$ cat src/rtl/mux_scan_pkg.sv
`default_nettype none
// =============================================================================
// mux_scan_pkg : shared types and sizes for the 4:1 mux scan sequencer
// Revision     : 1.0
// =============================================================================
package mux_scan_pkg;
   localparam int NUM_CH = 4;
   localparam int SEL_W  = 2;

   typedef enum logic [1:0] {
      IDLE   = 2'd0,
      SETTLE = 2'd1,
      HOLD   = 2'd2
   } scan_state_t;
endpackage
`default_nettype wire

$ cat src/rtl/mux_scan_next_ch.sv
`default_nettype none
// =============================================================================
// mux_scan_next_ch : finds the next enabled channel above ch and the lowest one
// Revision         : 1.0
// =============================================================================
module mux_scan_next_ch
   import mux_scan_pkg::*;
(
   input  logic [NUM_CH-1:0] mask_q,
   input  logic [SEL_W-1:0]  ch,
   output logic [SEL_W-1:0]  next_ch,
   output logic              found,
   output logic [SEL_W-1:0]  first_ch
);

   // Descending walk so the lowest qualifying channel is the last one written.
   always_comb begin
      next_ch  = '0;
      found    = 1'b0;
      first_ch = '0;
      for (int i = NUM_CH - 1; i >= 0; i--) begin
         if (mask_q[i]) begin
            first_ch = SEL_W'(i);
            if (i > int'(ch)) begin
               next_ch = SEL_W'(i);
               found   = 1'b1;
            end
         end
      end
   end

endmodule
`default_nettype wire

$ cat src/rtl/mux_scan_ctrl.sv
`default_nettype none
// =============================================================================
// mux_scan_ctrl : scans a 4:1 mux, samples y per channel after a dwell, and
//                 delivers the 4-bit word over a valid/ready handshake
// Revision      : 1.0
// =============================================================================
module mux_scan_ctrl
   import mux_scan_pkg::*;
#(
   parameter int DWELL = 4
) (
   input  logic              clk,
   input  logic              rst_n,
   input  logic              start,
   input  logic [NUM_CH-1:0] mask,
   input  logic              y,
   output logic              s1,
   output logic              s0,
   output logic [NUM_CH-1:0] out_data,
   output logic              out_valid,
   input  logic              out_ready,
   output logic              busy
);

   localparam logic [7:0] c_dwell_m1 = 8'(DWELL - 1);

   scan_state_t       r_state;
   scan_state_t       w_state_nxt;
   logic [SEL_W-1:0]  r_ch;
   logic [7:0]        r_cnt;
   logic [NUM_CH-1:0] r_mask;
   logic [NUM_CH-1:0] r_data;

   logic [NUM_CH-1:0] w_scan_mask;
   logic [SEL_W-1:0]  w_next_ch;
   logic [SEL_W-1:0]  w_first_ch;
   logic              w_found;
   logic              w_accept;
   logic              w_last;

   assign w_accept    = (r_state == IDLE) && start;
   assign w_last      = (r_cnt == 8'd0);
   // While idle the live mask picks the first channel; afterwards the captured one rules.
   assign w_scan_mask = (r_state == IDLE) ? mask : r_mask;

   mux_scan_next_ch u_next_ch (
      .mask_q   (w_scan_mask),
      .ch       (r_ch),
      .next_ch  (w_next_ch),
      .found    (w_found),
      .first_ch (w_first_ch)
   );

   always_ff @(posedge clk or negedge rst_n) begin
      if (!rst_n) r_state <= IDLE;
      else        r_state <= w_state_nxt;
   end

   always_comb begin
      w_state_nxt = r_state;
      case (r_state)
         IDLE:    if (start) w_state_nxt = SETTLE;
         SETTLE:  if (w_last && !w_found) w_state_nxt = HOLD;
         HOLD:    if (out_ready) w_state_nxt = IDLE;
         default: w_state_nxt = IDLE;
      endcase
   end

   // An empty mask still spends one SETTLE cycle on channel 0, sampled as 0,
   // so out_valid lands one edge after acceptance.
   always_ff @(posedge clk or negedge rst_n) begin
      if (!rst_n) begin
         r_ch   <= '0;
         r_cnt  <= '0;
         r_mask <= '0;
         r_data <= '0;
      end else if (w_accept) begin
         r_mask <= mask;
         r_data <= '0;
         r_ch   <= w_first_ch;
         r_cnt  <= (mask == '0) ? 8'd0 : c_dwell_m1;
      end else if (r_state == SETTLE) begin
         if (w_last) begin
            r_data[r_ch] <= y & r_mask[r_ch];
            if (w_found) begin
               r_ch  <= w_next_ch;
               r_cnt <= c_dwell_m1;
            end
         end else begin
            r_cnt <= r_cnt - 8'd1;
         end
      end
   end

   always_comb begin
      s1        = 1'b0;
      s0        = 1'b0;
      out_data  = '0;
      busy      = (r_state != IDLE);
      out_valid = (r_state == HOLD);
      if (r_state != IDLE) {s1, s0} = r_ch;
      if (r_state == HOLD) out_data = r_data;
   end

endmodule
`default_nettype wire
$ cat config.mk
export PLATFORM = sky130hd
export DESIGN_NAME = mux_scan_ctrl
export DESIGN_NICKNAME = d
export VERILOG_FILES = /design/src/rtl/mux_scan_pkg.sv /design/src/rtl/mux_scan_next_ch.sv /design/src/rtl/mux_scan_ctrl.sv
export SDC_FILE = /design/constraint.sdc
export NUM_CORES = 1
export LEC_CHECK = 0
export ABC_AREA = 1
export CORE_MARGIN = 4
export CORE_UTILIZATION = 53
export CTS_CLUSTER_SIZE = 8
export DETAILED_ROUTE_END_ITERATION = 12
export MAX_ROUTING_LAYER = met4
export PLACE_DENSITY = 0.75
export RECOVER_POWER = 25
export SLEW_MARGIN = 20
export SYNTH_ARGS = -nofsm -noshare
export SYNTH_HDL_FRONTEND = slang
export SYNTH_SLANG_ARGS = --single-unit
export TNS_END_PERCENT = 1
$ cat constraint.sdc
create_clock -name clk -period 1.65 [get_ports clk]
set_input_delay 0.33 -clock clk [delete_from_list [all_inputs] [get_ports clk]]
set_output_delay 0.33 -clock clk [all_outputs]
set_load 0.05 [all_outputs]
==> results.md, run 1 <==
* Status: complete, but fails checks
* Failing checks: negative setup slack
* Largest area contributor in the netlist: dfrtp_1
* CTS Buf Count at 3
* Grt met3 use at between 2 and 3%
* Worst-path cell chain: nor2_4, clkinvlp_4, nor2_4, buf_12
* Multiplexer area fraction after synthesis at 0%
* Setup crit start kind: flop
* Vias in the first global route at 1303
* Layout area overhead at 35.6%
* DRT Pass-1 Iters at 4
* CTS tree: yes
* LEAKAGE at around 0.93 nW
* Mapped Cells at ~200
* Share of layout cells above drive strength 1 at 24.2%
* Slowest stage delay, CP at between 0.4 and 0.5 ns
* Crit Path Max Fanout at 5
* Met2 Usage GRT at between 30% and 40%
* Fmax at approximately 0.57 GHz
* Sw frac at 48.3%
* Final slew viol count at 0
* Clock Tree Root: clkbuf_4
* Combinational share of power at 59.6%
* Relative slew slack at 26.3%
* HP Class: reg2reg
* Met1 usage at 27.5%
* Vias per cell at approximately 5.2
* Syn avg cell area at 6.82 µm²
* Number of antenna violations at the first check in global routing at 0
* Setup tns final at -0.332 ns
* Antenna Nets Post-Route at 0
* Critical path endpoint category: primary output
* Gpl congestion at 0.904
* Placed Cells at 245
* Clk pwr share at 12.9%
* Worst Path Required at 1.32 ns
* Clk Latency, worst-skew pair at 0.31 ns
* Synth warn at 0
* WL final at ~3300 µm
* Core footprint at 2450 µm²
* Drt wl/cell at 12.7 µm
* GRT Resource Usage Total at approximately 22%
* Post-synthesis compound-gate area fraction at 5.93%
* Number of fill cells at 193
* Dominant cells by area after synthesis: dfrtp_1, nand2_1, inv_1
* N_diodes at 0
* Period utilization at 106%
* Die area at between 3000 and 4000 µm²
* DP Wirelength at 2370 µm
* Hold Path Depth at 2
* Max-cap violation count at 0
* R2R depth at 11
* Crit-path most repeated cell: nor2_4
* CP max stage cell: dfrtp_2
* Setup slack after layout at -0.0946 ns
* WP data arrival at 1.41 ns
* Fin util at between 70% and 80%
* RSZ-0062 raised after global routing: yes
* Max clock buf depth at 2
* Clk sink count at 20
* Post-Synth XOR/XNOR Area at 2.59%
* Flop pwr share at 27.5%
* Simple-Gate Fraction of Synth Area at 42.9%
* Sequential area share after synthesis at 37.0%
* Skew final at 0.00805 ns
* Clock transition at path regs at 0.13 ns
* Largest net degree at the start of global routing at 21
* WHS at approximately 0.50 ns
* Endpoints failing hold at 0
* Crit path kind: reg2out
* Number of synthesized register bits at 20
* Largest family of logic cells by synthesized area: simple AND/OR/NAND/NOR gates
* Number of core rows at 18
* H-tree Lvls at 1
* Pre-CTS setup slack at 0.0263 ns
* # IOs at 17
* Area of the multi-input gates at 791 µm²
* First-pass GRT wire length at 5640 µm
* Switching power total at about 0.0016 W
* Minimum clock period at 1.74 ns
* Die X at 58.5 µm
* Buf/Inv on CP at 2
* IO Port Bufs at 16
* Worst Tran Pin Value at ~1.1 ns
* VDD IR max at between 1 and 1.5 mV
* First-iteration detailed-routing DRC count at 53
* Total gr overflow at 0
* Reg area at around 500 µm²
* Post-Synth Adder-Cell Area at under 10%
* Final setup fails at 5
* Nets@finish at 239
* Cell variety after synth at 19
* Crit. path cell count at 4
* Die Height at roughly 58 µm
* Busiest grt layer: met2
* Syn_nets at 209
* DRC at 0
* Via count of the routed design at 1335
* Syn Std Cell Area at 1350 µm²
* Top cell type's share of synthesized area at 37.0%
* Final std cells w/o fill at 257
* Power Internal at about 0.0017 W
* P per Cell Area at between 1500 and 2000 nW/µm²
* Critical path's top delay family: flip-flops
* Initial Util at a little under three fifths
power groups by stage:
stage | clock network [W] | registers [W] | logic, W
2_1_floorplan | 0 | 0.000844 | 0.00131
3_3_place_gp | 0 | 0.000881 | 0.00167
3_5_place_dp | 0 | 0.000894 | 0.00172
4_1_cts | 0.000413 | 0.000871 | 0.00180
5_1_grt | 0.000440 | 0.000916 | 0.00215
6_report | 0.000415 | 0.000883 | 0.00192
sequential cells by signal, summed over array words and instances, names as in the netlist:
name     cells
r_ch         2
r_state      2
r_data       4
r_mask       4
r_cnt        8
logic make-up (layout without fill, tap and decap cells):
group,Yosys count,after routing
AOI/OAI and AO/OA,15,15
xor gates and xnor gates,4,4
adders and majority gates,2,2
buffers and inverters,35,64
DFF,20,20
and+or+nand+nor,122,122
synth_stat cells:
| master | number |
|---|---|
| a21oi_1 | 2 |
| a22oi_1 | 2 |
| clkbuf_1 | 1 |
| dfrtp_1 | 20 |
| ha_1 | 2 |
| inv_1 | 31 |
| inv_2 | 3 |
| nand2_1 | 57 |
| nand2_2 | 7 |
| nand2_4 | 4 |
| nand3_1 | 15 |
| nand3_2 | 3 |
| nor2_1 | 31 |
| nor2_4 | 3 |
| nor3_1 | 1 |
| nor3_4 | 1 |
| o21ai_0 | 10 |
| o21ai_1 | 1 |
| xor2_1 | 4 |
placed cells by master (no fill, tap or decap):
cell type / count
a21oi_1: 2
a22oi_1: 2
buf_12: 8
buf_4: 7
buf_6: 2
bufinv_16: 1
clkbuf_1: 1
clkbuf_4: 3
clkdlybuf4s50_1: 7
clkinvlp_4: 1
dfrtp_1: 19
dfrtp_2: 1
dlygate4sd3_1: 1
ha_1: 1
ha_2: 1
inv_1: 27
inv_2: 6
nand2_1: 56
nand2_2: 8
nand2_4: 3
nand2_8: 1
nand3_1: 14
nand3_2: 2
nand3_4: 2
nor2_1: 26
nor2_4: 8
nor3_1: 1
nor3_4: 1
o21ai_0: 9
o21ai_1: 2
xor2_1: 4
metal layers:
layer / share of wire, % / vias to the layer above
met4: 1.4 / 0
met3: 6.4 / 5
met5: 0 / -
li1: - / 664
met1: 41 / 616
met2: 51 / 50
timing repair:
action                     4_1_cts  5_1_grt
hold buffers                     0        0
setup endpoints to repair        6       21
cloned                           0        0
buffers inserted                 7        1
gates resized for setup          3       11
pin swaps                        3        5
worst min-delay path: cells and delay by family, from the launching register on:
| family | cells | cell delay [ns] |
|---|---|---|
| simple gates | 2 | 0.11 |
| flops | 1 | 0.37 |
worst paths after layout:
path / from / endpoint / slack (ns)
max: r_state[0] / out_data[1] / -0.09
min: r_cnt[6] / r_cnt[6] / 0.50
max reg2reg: r_state[0] / r_cnt[4] / 0.05
min reg2reg: r_cnt[6] / r_cnt[6] / 0.50
max in group asynchronous: rst_n / r_state[0] / 0.20
min in group asynchronous: rst_n / r_cnt[3] / 0.72
cell type report:
type                    count  area share (%)
flip-flops and latches     20            27.4
inverters                  34            7.17
well taps                  30            2.05
repair buffers             26            17.4
multi-input cells         143            43.1
clock buffers               3            1.23
clock inverters             1            1.64
metrics by stage:
stage / instance area [µm²] / total power [W]
6_report: 1830 / 0.00321
5_1_grt: 1830 / 0.00351
4_1_cts: 1790 / 0.00309
3_5_place_dp: 1680 / 0.00262
3_3_place_gp: 1680 / 0.00255
2_1_floorplan: 1390 / 0.00215
Power figures use the tool's default switching activity.
==> inputs of run 2 (changes only) <==
GPL_ROUTABILITY_DRIVEN = 0   (was default)
==> results of run 2 <==
The final DEF is identical to that of run 1; final timing and power are the same.
==> inputs of run 3 (changes only) <==
CORE_MARGIN = 2   (was 4)
==> run 3 against run 2 <==
  * The run still ends with negative setup slack left
  * Combinational power decreased by 3%
  * Final cell count decreased by 1.6%
  * Clock power decreased by 2%
  * Clock-buffer cell count unchanged
  * Setup slack got worse by 0.0073 ns
  * Core utilization decreased by 1.5 points
  * Sequential cell count unchanged
  * Critical path type unchanged
  * Largest cell class unchanged
  * First-iteration DRC count decreased by 36%
  * Clock skew decreased by 0.00071 ns
  * Sequential share of layout area increased by 0.55 points
  * Die area decreased by 13%
==> results.md, run 3 (synthesis results as in run 1) <==
* GRT Resource Usage Total at 24.2% (was 22.1%)
* Setup slack after layout at -0.102 ns (was -0.0946 ns)
* # IOs at 17 (unchanged)
* Hold Buf Count CTS at 0 (unchanged)
* Setup tns final at -0.476 ns (was -0.332 ns)
* Minimum clock period at 1.75 ns (was 1.74 ns)
* Max clock buf depth at 2 (unchanged)
* Clk sink count at 20 (unchanged)
* Layout area overhead at 33.0% (was 35.6%)
* HP Class: reg2reg (unchanged)
* H-tree Lvls at 1 (unchanged)
* Clk Latency, worst-skew pair at 0.31 ns (about the same)
* Flop pwr share at 28.1% (was 27.5%)
* Worst Path Required at 1.32 ns (about the same)
* Crit path launch: r_state[0] (unchanged)
* Switching power total at 0.00152 W (was 0.00155 W)
* Combinational share of power at 59.0% (was 59.6%)
* R2R depth at 9 (was 11)
* Number of fill cells at 193 (unchanged)
* RSZ-0062 raised after global routing: yes (unchanged)
* Clk pwr share at 12.9% (about the same)
* Placed Cells at 245 (unchanged)
* Met1 usage at 30.9% (was 27.5%)
* First-iteration detailed-routing DRC count at 34 (was 53)
* R2R setup slack at 0.05 ns (about the same)
* DRC at 0 (unchanged)
* WP data arrival at 1.42 ns (was 1.41 ns)
* DRT Pass-1 Iters at 4 (unchanged)
* Total gr overflow at 0 (unchanged)
* IO Port Bufs at 16 (unchanged)
* Crit Path Max Fanout at 5 (unchanged)
* VDD IR max at 1.09 mV (was 1.34 mV)
* Area of the multi-input gates at 791 µm² (unchanged)
* Sw frac at 48.2% (was 48.3%)
* Vias in the first global route at 1187 (was 1303)
* First-pass GRT wire length at 4980 µm (was 5640 µm)
* Skew final at 0.00734 ns (was 0.00805 ns)
* Die X at 54.5 µm (was 58.5 µm)
* Number of flip-flops in the largest register at 8 (unchanged)
* Crit path kind: reg2out (unchanged)
* Reg area at 502 µm² (unchanged)
* Share of layout cells above drive strength 1 at 23.3% (was 24.2%)
* Biggest register: r_cnt (unchanged)
* Number of core rows at 18 (unchanged)
* Die Height at 54.5 µm (was 58.5 µm)
* Hold Path Depth at 2 (unchanged)
* Grt met3 use at 2.46% (was 2.85%)
* Top Registers: r_cnt (8), r_data (4), r_mask (4) (unchanged)
* Relative slew slack at 66.7% (was 26.3%)
* Commonest non-fill, non-tap cells in the layout: nand2_1, inv_1, nor2_1 (unchanged)
* Status: complete, but fails checks (unchanged)
* WL final at 3010 µm (was 3250 µm)
* Commonest non-fill, non-tap cell in the layout: nand2_1 (unchanged)
* Max-cap violation count at 0 (unchanged)
* Final std cells w/o fill at 253 (was 257)
* Clock transition at path regs at 0.12 ns (was 0.13 ns)
* LEAKAGE at 0.916 nW (was 0.928 nW)
* Clock Tree Root: clkbuf_4 (unchanged)
* Worst hold endpoint: r_cnt[6] (unchanged)
* CTS Buf Count at 3 (unchanged)
* Nets@finish at 235 (was 239)
* DP Wirelength at 2240 µm (was 2370 µm)
* P per Cell Area at 1750 nW/µm² (about the same)
* Busiest grt layer: met2 (unchanged)
* Initial Util at 55.0% (unchanged)
* Final setup fails at 6 (was 5)
* Period utilization at 106% (about the same)
* Final slew viol count at 0 (unchanged)
* CTS tree: yes (unchanged)
* Worst Tran Pin Value at 0.499 ns (was 1.11 ns)
* Antenna Nets Post-Route at 0 (unchanged)
* Worst hold start: r_cnt[6] (unchanged)
* Fmax at 0.571 GHz (was 0.573 GHz)
* Critical R2R Capture: r_cnt[3] (was r_cnt[4])
* Largest net degree at the start of global routing at 21 (unchanged)
* Drt wl/cell at 11.9 µm (was 12.7 µm)
* Met2 Usage GRT at 39.8% (was 36.0%)
* Power Internal at 0.00163 W (was 0.00166 W)
* Worst reg2reg startpoint: r_state[0] (unchanged)
* N_diodes at 0 (unchanged)
* Endpoints failing hold at 0 (unchanged)
* Vias per cell at 5.04 (was 5.19)
* Number of antenna violations at the first check in global routing at 0 (unchanged)
* Setup crit start kind: flop (unchanged)
* Via count of the routed design at 1276 (was 1335)
* Critical path endpoint category: primary output (unchanged)
* Pre-CTS setup slack at 0.0348 ns (was 0.0263 ns)
* Die area at 2970 µm² (was 3420 µm²)
* Failing checks: negative setup slack (unchanged)
* Core footprint at 2450 µm² (unchanged)
## run 3: cell count changes in the layout (fill, tap and decap cells not counted), sizes merged
cell,previous run,this run
buf,17,13
## run 3: cell type report
| cell class | instances | share of cell area, % |
|---|---|---|
| Sequential cell | 20 | 27.9 |
| Inverter | 34 | 7.31 |
| Multi-Input combinational cell | 143 | 44.0 |
| Clock buffer | 3 | 1.25 |
| Tap cell | 30 | 2.09 |
| Clock inverter | 1 | 1.67 |
| Timing Repair Buffer | 22 | 15.7 |
## run 3: timing repair
item | CTS | global route
buffers inserted | 4 | 0
gates resized for setup | 4 | 9
pin swaps | 2 | 5
setup endpoints to repair | 6 | 21
## run 3: per-stage QoR
step	total power, W	utilization (%)	cell area, µm²	hold slack, ns
after detailed placement	0.00261	68.3	1680	0.468
after global placement	0.00254	68.3	1680	0.462
final	0.00315	73.2	1800	0.494
after floorplan	0.00215	-	1390	0.0344
after global routing	0.00343	73.2	1800	0.499
after CTS	0.00305	72.0	1770	0.353
## run 3: worst max-delay path, cell delays in order (launching register included)
cell        delay (ns)
dfrtp_2           0.44
nor2_4            0.14
clkinvlp_4        0.22
nor2_4            0.18
buf_12            0.14
## run 3: routing by layer
metal | routed length [µm] | up-vias
met5 | 0 | -
met4 | 46 | 0
met3 | 74 | 6
met2 | 1480 | 24
met1 | 1410 | 593
li1 | - | 653
## run 3: worst max-delay path by stage
stage,to,cells after the start
floorplan,out_data[0],4
global placement,r_cnt[0],10
detailed placement,r_cnt[5],10
CTS,out_data[0],5
global route,out_data[1],4
finish,out_data[1],4
## run 3: power by group through the flow
stage          clock network [W]  logic, W  registers (W)
2_1_floorplan                  0   0.00131       0.000844
5_1_grt                 0.000437   0.00209       0.000908
4_1_cts                 0.000419   0.00177       0.000868
3_3_place_gp                   0   0.00166       0.000882
3_5_place_dp                   0   0.00172       0.000891
6_report                0.000407   0.00186       0.000883
